## src/rtl/tsg_pkg.sv

```systemverilog
// Shared constants for the test signal generator: sample modes, FSM states
// and the default LFSR polynomial/seed.
package tsg_pkg;

  localparam logic [1:0] MODE_RANDOM  = 2'd0;
  localparam logic [1:0] MODE_RAMP    = 2'd1;
  localparam logic [1:0] MODE_IMPULSE = 2'd2;
  localparam logic [1:0] MODE_SQUARE  = 2'd3;

  typedef enum logic [1:0] {
    ST_IDLE = 2'd0,
    ST_RUN  = 2'd1,
    ST_DONE = 2'd2
  } tsg_state_e;

  localparam logic [31:0] TSG_DEFAULT_MASK = 32'h8020_0003;
  localparam logic [31:0] TSG_DEFAULT_SEED = 32'hACE1_2345;

endpackage

```

## src/rtl/tsg_lfsr.sv

```systemverilog
// Galois LFSR: loads SEED on reset (0 replaced by 1), shifts once per adv_i.
// Only the low OUT_W bits are exported.
module tsg_lfsr
  import tsg_pkg::*;
#(
  parameter int             W     = 32,
  parameter int             OUT_W = 16,
  parameter logic [W-1:0]   MASK  = W'(TSG_DEFAULT_MASK),
  parameter logic [W-1:0]   SEED  = W'(TSG_DEFAULT_SEED)
) (
  input  logic             clk_i,
  input  logic             rst_i,
  input  logic             adv_i,
  output logic [OUT_W-1:0] state_o
);

  localparam logic [W-1:0] SEED_EFF = (SEED == '0) ? W'(1) : SEED;

  logic [W-1:0] state_q, state_d;

  always_comb begin
    state_d = state_q;
    if (adv_i) begin
      state_d = (state_q >> 1) ^ (state_q[0] ? MASK : '0);
    end
  end

  always_ff @(posedge clk_i or posedge rst_i) begin
    if (rst_i) begin
      state_q <= SEED_EFF;
    end else begin
      state_q <= state_d;
    end
  end

  assign state_o = state_q[OUT_W-1:0];

endmodule

```

## config.mk

```make
export PLATFORM = sky130hd
export DESIGN_NAME = tsg_lfsr
export DESIGN_NICKNAME = d
export VERILOG_FILES = /design/src/rtl/tsg_pkg.sv /design/src/rtl/tsg_lfsr.sv
export SDC_FILE = /design/constraint.sdc
export NUM_CORES = 1
export LEC_CHECK = 0
export CORE_UTILIZATION = 50
export CTS_CLUSTER_DIAMETER = 150
export DETAILED_ROUTE_END_ITERATION = 7
export DONT_BUFFER_PORTS = 1
export PLACE_DENSITY = 0.75
export SETUP_SLACK_MARGIN = 0.15
export SLEW_MARGIN = 10
export SYNTH_ARGS = -nofsm -noshare
export SYNTH_HDL_FRONTEND = slang
export SYNTH_SLANG_ARGS = --single-unit
```

## constraint.sdc

```tcl
create_clock -name clk_i -period 1 [get_ports clk_i]
set_input_delay 0.15 -clock clk_i [delete_from_list [all_inputs] [get_ports clk_i]]
set_output_delay 0.15 -clock clk_i [all_outputs]
set_load 0.005 [all_outputs]
```

; ---- After elaboration in Yosys (flattened, before gate mapping)
; Cells that the tools add are included.
; Widths: inputs -> output; s select.
[word_totals]
reg_bits = 32
inputBits = 3
output_inout_bits = 16
word_cells = 3
[classes]
n_mux = 1
bitwise_logic = 1
[ops]
columns = operator, count
row1 = $mux 32, 1
row2 = $xor 31x32->32, 1

; ---- Longest topological paths before layout
; Gate-level depths: netlist of run 1.
[logic_depth]
depth_word = 2
mapped_depth = 4
mapped_depth_nobuf = 2

; ---- Worst setup path before layout of run 1
; OpenSTA, ideal clock, no wires.
[synth_path]
kind = reg2reg
start = register state_q[0]
end = register state_q[1]
setup_ps = 123
t_arrival_ps = 742
t_required_ps = 877
slack_ps = 135
path_stages_with_launch = 3
path_buffers = 0
period_less_slack_ps = 865
path_cell_list = dfstp_2 > xnor2_1 > a21oi_1
[synth_between]
elab_chain_len = 2
[synth_rtl]
columns = element, line_no
row1 = start: declaration, tsg_lfsr.sv:19  ; logic [W-1:0] state_q, state_d;
row2 = start signal: assignment, tsg_lfsr.sv:32  ; state_q <= state_d;
row3 = $mux 32, tsg_lfsr.sv:24  ; state_d = (state_q >> 1) ^ (state_q[0] ? MASK : '0);
row4 = $xor 31x32->32, tsg_lfsr.sv:24
; Every way passes these cells.
; A chain may end at the register's enable or synchronous reset.

; ---- Worst setup path after layout of run 1
[layout_path]
start = register state_q[0]
end = output port state_o[0]
[layout_lines]
columns = element, line_no
row1 = end: declaration, tsg_lfsr.sv:14  ; output logic [OUT_W-1:0] state_o
; No word-level cell between the ends.

==> run summary, run 1 <==
Synthesized area per cell: 16.4 µm²
Sequential-to-total area share from yosys stat: 55.6%
Detailed-route DRC error count: 0
Fraction of final layout cells sized beyond drive strength 1: 62.5%
Clock insertion delay at the later pin of the skew report: 320 ps
Endpoint type of the worst setup path: output pin
Failing checks: hold timing, setup timing
Total number of nets in the final design: 82
Required time worst endpoint: 850 ps
Clock tree from TritonCTS: yes
Peak Freq: 932 MHz
Worst path arrival time: 920 ps
CTS Sinks: 32
N_diodes: 0
Vias in the first global route: 642
Final hold slack: -116 ps
Synthesis-stage register bit count: 32
Most common cell after layout, fill and taps aside: sky130_fd_sc_hd__mux2_4
Max Transition Viols Final: 0
Unique masters post-synth: 12
Hold crit path type: in2reg
Path type of the worst setup path: reg2out
Remaining global-route overflow: 0
Static leakage: 0.641 nW
Routability-driven placement congestion ratio: 0.668
Row Count: 19
Yosys warning count: 0
Total nets after synthesis: 93
Cell area reported after detailed placement: 0.00135 mm²
CTS hold repair buffers: 1
Number of I/O port buffers: 0
Layout Cell Area excl Fill: 0.00142 mm²
Chip Width: 56.3 µm
Post-synthesis cell area: 0.00147 mm²
Total routing usage reported by global routing: 13.1%
Max FFs per register: 32
Count of placed standard cells in the final layout, fillers left out: 111
Summed negative setup slack over all endpoints: -189 ps
Max capacitance violation total: 0
Top-level port count: 19
Register name with the most flops: state_q
Die outline height: 56.3 µm
Clock root buffer: sky130_fd_sc_hd__clkbuf_4
Layout overhead on the synthesized area: -3.74%
Max-slew headroom: 89.0%
Wire length of the first global-routing pass: 3.09 mm
Number of antenna violations at the first check in global routing: 0
Total CTS buffers: 5
Number of setup violations in the final report: 6
Total Power Consumption: 4.56 mW
Share of the clock period used by the worst path after layout: 107%
Most frequent cells in the layout: sky130_fd_sc_hd__mux2_4, sky130_fd_sc_hd__dfrtp_1, sky130_fd_sc_hd__dfstp_2, sky130_fd_sc_hd__clkbuf_4, sky130_fd_sc_hd__mux2_2
Actual transition at the worst max-transition pin: 164 ps
Placed wire-length estimate after detailed placement: 1.08 mm
Initial core utilization: 52.9%
Number of vias in the routed layout: 581
Post-Route WL: 1.70 mm
Number of standard cells after synthesis: 90
Vias/cell: 5.23
Startpoint Class: flop
Antenna Nets Post-Route: 0
Largest registers: state_q (32)
Total core area: 0.00278 mm²
Outcome: finished, violations left
Pwr Density: 3220 mW/mm²
RSZ-0062 raised after global routing: yes
Count of TritonRoute iterations in the first routing pass: 4
Maximum number of pins on one net before global-route repair: 35
Full die area: 0.00317 mm²
Initial DRC count: 11
Critical path fanouts, max: 5
Cells resized by post-CTS repair: 0
Post-Place Cells: 102
H-tree depth: 2
Maximum number of buffers from clock root to sink: 2
Max rail drop VDD: 1760 µV
Final setup margin: -72.8 ps
Max Clock Skew: 8.09 ps
Hold Violations, Final: 21
Clock transition at path regs: 90 ps
Post-route minimum period: 1070 ps
Drt wl/cell: 15.3 µm
final cells by class:
type                    instances  area (µm²)
clock buffers                   8        58.8
fillers                       242        1360
inverters                       1        3.75
multi-input cells              37         468
flip-flops and latches         32         818
well taps                      31        38.8
repair buffers                  2        30.0
what timing repair did:
item / in CTS / in global routing
pin swaps: 1 / 0
setup endpoints to repair: 18 / 18
hold endpoints to repair: 64 / 32
setup buffers: 0 / 0
cell usage after synthesis:
master,n,area (µm²)
sky130_fd_sc_hd__nor2_1,2,7.51
sky130_fd_sc_hd__dfrtp_1,18,450
sky130_fd_sc_hd__nand2_1,1,3.75
sky130_fd_sc_hd__buf_6,2,22.5
sky130_fd_sc_hd__dfstp_2,14,368
sky130_fd_sc_hd__xnor2_1,3,26.3
sky130_fd_sc_hd__mux2_2,4,45.0
sky130_fd_sc_hd__a21oi_1,2,10.0
sky130_fd_sc_hd__buf_12,2,40.0
sky130_fd_sc_hd__inv_1,1,3.75
sky130_fd_sc_hd__buf_4,16,120
sky130_fd_sc_hd__mux2_4,25,375
layer usage:
layer	GRT usage (%)	wire (µm)	up-vias
li1	-	-	261
met1	17.5	762	298
met2	18.0	797	18
met3	6.68	115	4
met4	5.23	27	0
met5	0	0	-
per-stage QoR:
step / hold WS (ps) / utilization, % / setup WS, ps
floorplan: 256 / - / 136
global placement: 90.1 / 48.5 / 101
detailed placement: 92.5 / 48.5 / 77.4
CTS: -135 / 51.0 / -93.7
global route: -128 / 51.0 / -111
finish: -116 / 51.0 / -72.8
power breakdown:
group / switching [mW] / leakage (nW) / total (mW) / internal [mW]
combinational: 0.241 / 0.255 / 1.11 / 0.868
sequential: 0.555 / 0.354 / 2.72 / 2.17
clock: 0.383 / 0.0326 / 0.729 / 0.347
total: 1.18 / 0.641 / 4.56 / 3.38
worst register-to-register path, stage by stage, from the launching register on:
cell,delay [ps]
sky130_fd_sc_hd__dfstp_2,610
sky130_fd_sc_hd__xnor2_1,130
sky130_fd_sc_hd__a21oi_1,80
kinds of logic (layout without fill, tap and decap cells):
kind of cell / Yosys count / after routing / share of synthesized area, %
AO/OA/AOI/OAI: 2 / 2 / 0.680
flip-flops: 32 / 32 / 55.6
AND/OR/NAND/NOR: 3 / 3 / 0.765
multiplexers: 29 / 29 / 28.5
buffers and inverters: 21 / 11 / 12.7
XOR/XNOR: 3 / 3 / 1.78
worst paths after layout:
kind / slack, ps / end / cells past startpoint / start
max in group asynchronous: 460 / state_q[27]$_DFFE_PP1P_ / 3 / rst_i
min in group asynchronous: 300 / state_q[10]$_DFFE_PP0P_ / 3 / rst_i
setup reg to reg: 70 / state_q[1]$_DFFE_PP0P_ / 2 / state_q[0]$_DFFE_PP1P_
hold / removal: -120 / state_q[21]$_DFFE_PP1P_ / 1 / adv_i
setup / recovery: -70 / state_o[0] / 0 / state_q[0]$_DFFE_PP1P_
hold reg to reg: 500 / state_q[21]$_DFFE_PP1P_ / 2 / state_q[21]$_DFFE_PP1P_
Power figures use the tool's default switching activity.
==> run 2: changes to the inputs <==
Clock period 1 ns to 1.2 ns, I/O delays scaled along.
==> run 2 against run 1 <==
  * Largest power group unchanged
  * Critical path type unchanged
  * First-iteration DRC count decreased by 73%
  * Highest routed layer unchanged
  * Largest cell class unchanged
  * The run ends with hold timing left
  * Critical path depth unchanged
  * Sequential share of layout area is 0.51 points higher
  * Clock skew decreased by 5.1 ps
  * Utilization shrank 0.45 points
==> run summary, run 2 (synthesized netlist as in run 1, its figures left out) <==
Logic depth of the worst setup path including buffers: 0 (unchanged)
Number of I/O port buffers: 0 (unchanged)
Post-route minimum period: 1100 ps
Max FFs per register: 32 (unchanged)
Register name with the most flops: state_q
Maximum number of pins on one net before global-route repair: 35 (unchanged)
Endpoint type of the worst setup path: output pin
Clock root buffer: sky130_fd_sc_hd__clkbuf_4
Wire length of the first global-routing pass: 3.11 mm (+0.65%)
CTS Sinks: 32 (unchanged)
Failing checks: hold timing
Chip Width: 56.3 µm (unchanged)
Die outline height: 56.3 µm (unchanged)
Vias/cell: 5.36 (+2.4%)
Beginning of the worst register-to-register path: state_q[0]$_DFFE_PP1P_
CTS hold repair buffers: 1 (unchanged)
Hold crit path type: in2reg
Max Clock Skew: 3.04 ps (-5.05 ps)
Required time worst endpoint: 1020 ps (+170 ps)
Most common cell after layout, fill and taps aside: sky130_fd_sc_hd__mux2_4
Initial DRC count: 3 (-8)
Total CTS buffers: 5 (unchanged)
Multi-input combinational cell area: 468 µm² (unchanged)
Worst path arrival time: 920 ps (about the same)
Layout overhead on the synthesized area: -4.59%
Number of setup violations in the final report: 0 (-6)
Antenna Nets Post-Route: 0 (unchanged)
Max capacitance violation total: 0 (unchanged)
Largest registers: state_q (32)
Final hold slack: -95.0 ps (+21.5 ps)
Reg-to-reg setup timing slack: 280 ps (+210 ps)
Sequential cell area: 818 µm² (unchanged)
Placed wire-length estimate after detailed placement: 1.05 mm (-2.6%)
Worst r2r path cells: 2 (unchanged)
Number of vias in the routed layout: 595 (+2.4%)
Full die area: 0.00317 mm² (unchanged)
Hold Violations, Final: 3 (-86%)
Static leakage: 0.636 nW (-0.72%)
Row Count: 19 (unchanged)
Most frequent cells in the layout: sky130_fd_sc_hd__mux2_4, sky130_fd_sc_hd__dfrtp_1, sky130_fd_sc_hd__dfstp_2, sky130_fd_sc_hd__clkbuf_4, sky130_fd_sc_hd__mux2_2
Top-level port count: 19 (unchanged)
Startpoint Class: flop
Fraction of final layout cells sized beyond drive strength 1: 62.5% (unchanged)
Path type of the worst setup path: reg2out
Drt wl/cell: 16.2 µm (+5.5%)
Vias in the first global route: 646 (+0.62%)
RSZ-0062 raised after global routing: yes
Max rail drop VDD: 1620 µV (-8.3%)
Detailed-route DRC error count: 0 (unchanged)
Max Transition Viols Final: 0 (unchanged)
Total Power Consumption: 3.81 mW (-16%)
Total routing usage reported by global routing: 13.7% (+0.63 points)
Remaining global-route overflow: 0 (unchanged)
Fill cell count: 244 (+0.83%)
Timing endpoint of the critical path: state_o[0]
Cells resized by post-CTS repair: 0 (unchanged)
Initial core utilization: 52.9% (unchanged)
H-tree depth: 2 (unchanged)
Clock transition at path regs: 90 ps (about the same)
Summed negative setup slack over all endpoints: 0 ps (+189 ps)
Count of TritonRoute iterations in the first routing pass: 2 (-2)
Worst setup path start: state_q[0]$_DFFE_PP1P_
Total number of nets in the final design: 82 (unchanged)
Buffers inserted by post-CTS timing repair: 0 (unchanged)
Critical path fanouts, max: 5 (unchanged)
Worst R2R End: state_q[1]$_DFFE_PP0P_
Total core area: 0.00278 mm² (unchanged)
N_diodes: 0 (unchanged)
Post-Route WL: 1.80 mm (+5.5%)
Peak Freq: 905 MHz
Max-slew headroom: 75.4% (-14 points)
Pwr Density: 2710 mW/mm² (-16%)
Maximum number of buffers from clock root to sink: 2 (unchanged)
Actual transition at the worst max-transition pin: 369 ps (+204 ps)
Routability-driven placement congestion ratio: 0.628 (-5.9%)
Hold path startpoint: adv_i
Clock insertion delay at the later pin of the skew report: 320 ps (about the same)
Share of the clock period used by the worst path after layout: 92.0%
Outcome: finished, violations left
Number of antenna violations at the first check in global routing: 0 (unchanged)
Clock tree from TritonCTS: yes
-- run 2: area by class of cell --
class | instances | share of cell area [%]
Inverter | 1 | 0.267
Sequential cell | 32 | 58.2
Clock buffer | 8 | 4.19
Multi-Input combinational cell | 37 | 33.3
Tap cell | 31 | 2.76
Timing Repair Buffer | 2 | 1.25
-- run 2: per-layer routing --
layer	up-vias	routed length, µm	GRT usage (%)
li1	257	-	-
met1	314	747	16.2
met2	20	879	19.9
met3	4	119	6.91
met4	0	49	8.36
met5	-	0	0
-- run 2: worst min-delay path by stage --
stage                                   end  slack (ps)  cells past startpoint
CTS                 state_q[21]$_DFFE_PP1P_        -120                      1
detailed placement   state_q[7]$_DFFE_PP0P_         170                      2
global placement     state_q[7]$_DFFE_PP0P_         170                      2
finish              state_q[21]$_DFFE_PP1P_        -100                      1
global route        state_q[21]$_DFFE_PP1P_        -120                      1
floorplan           state_q[10]$_DFFE_PP0P_         290                      1
-- run 2: power breakdown --
| group | internal [mW] | total [mW] | switching (mW) |
|---|---|---|---|
| logic | 0.719 | 0.914 | 0.195 |
| registers | 1.81 | 2.27 | 0.468 |
| clock network | 0.289 | 0.620 | 0.331 |
| total | 2.81 | 3.81 | 0.994 |
-- run 2: stage by stage --
stage               util [%]  hold slack (ps)  worst slack (ps)  std cells  cell area, µm²
floorplan                  -              286               335         90            1470
global placement        48.0              166               301        102            1340
detailed placement      48.0              174               283        102            1340
CTS                     50.5             -121              66.6        111            1410
global route            50.5             -116              52.3        111            1410
finish                  50.5            -95.0              95.6        111            1410
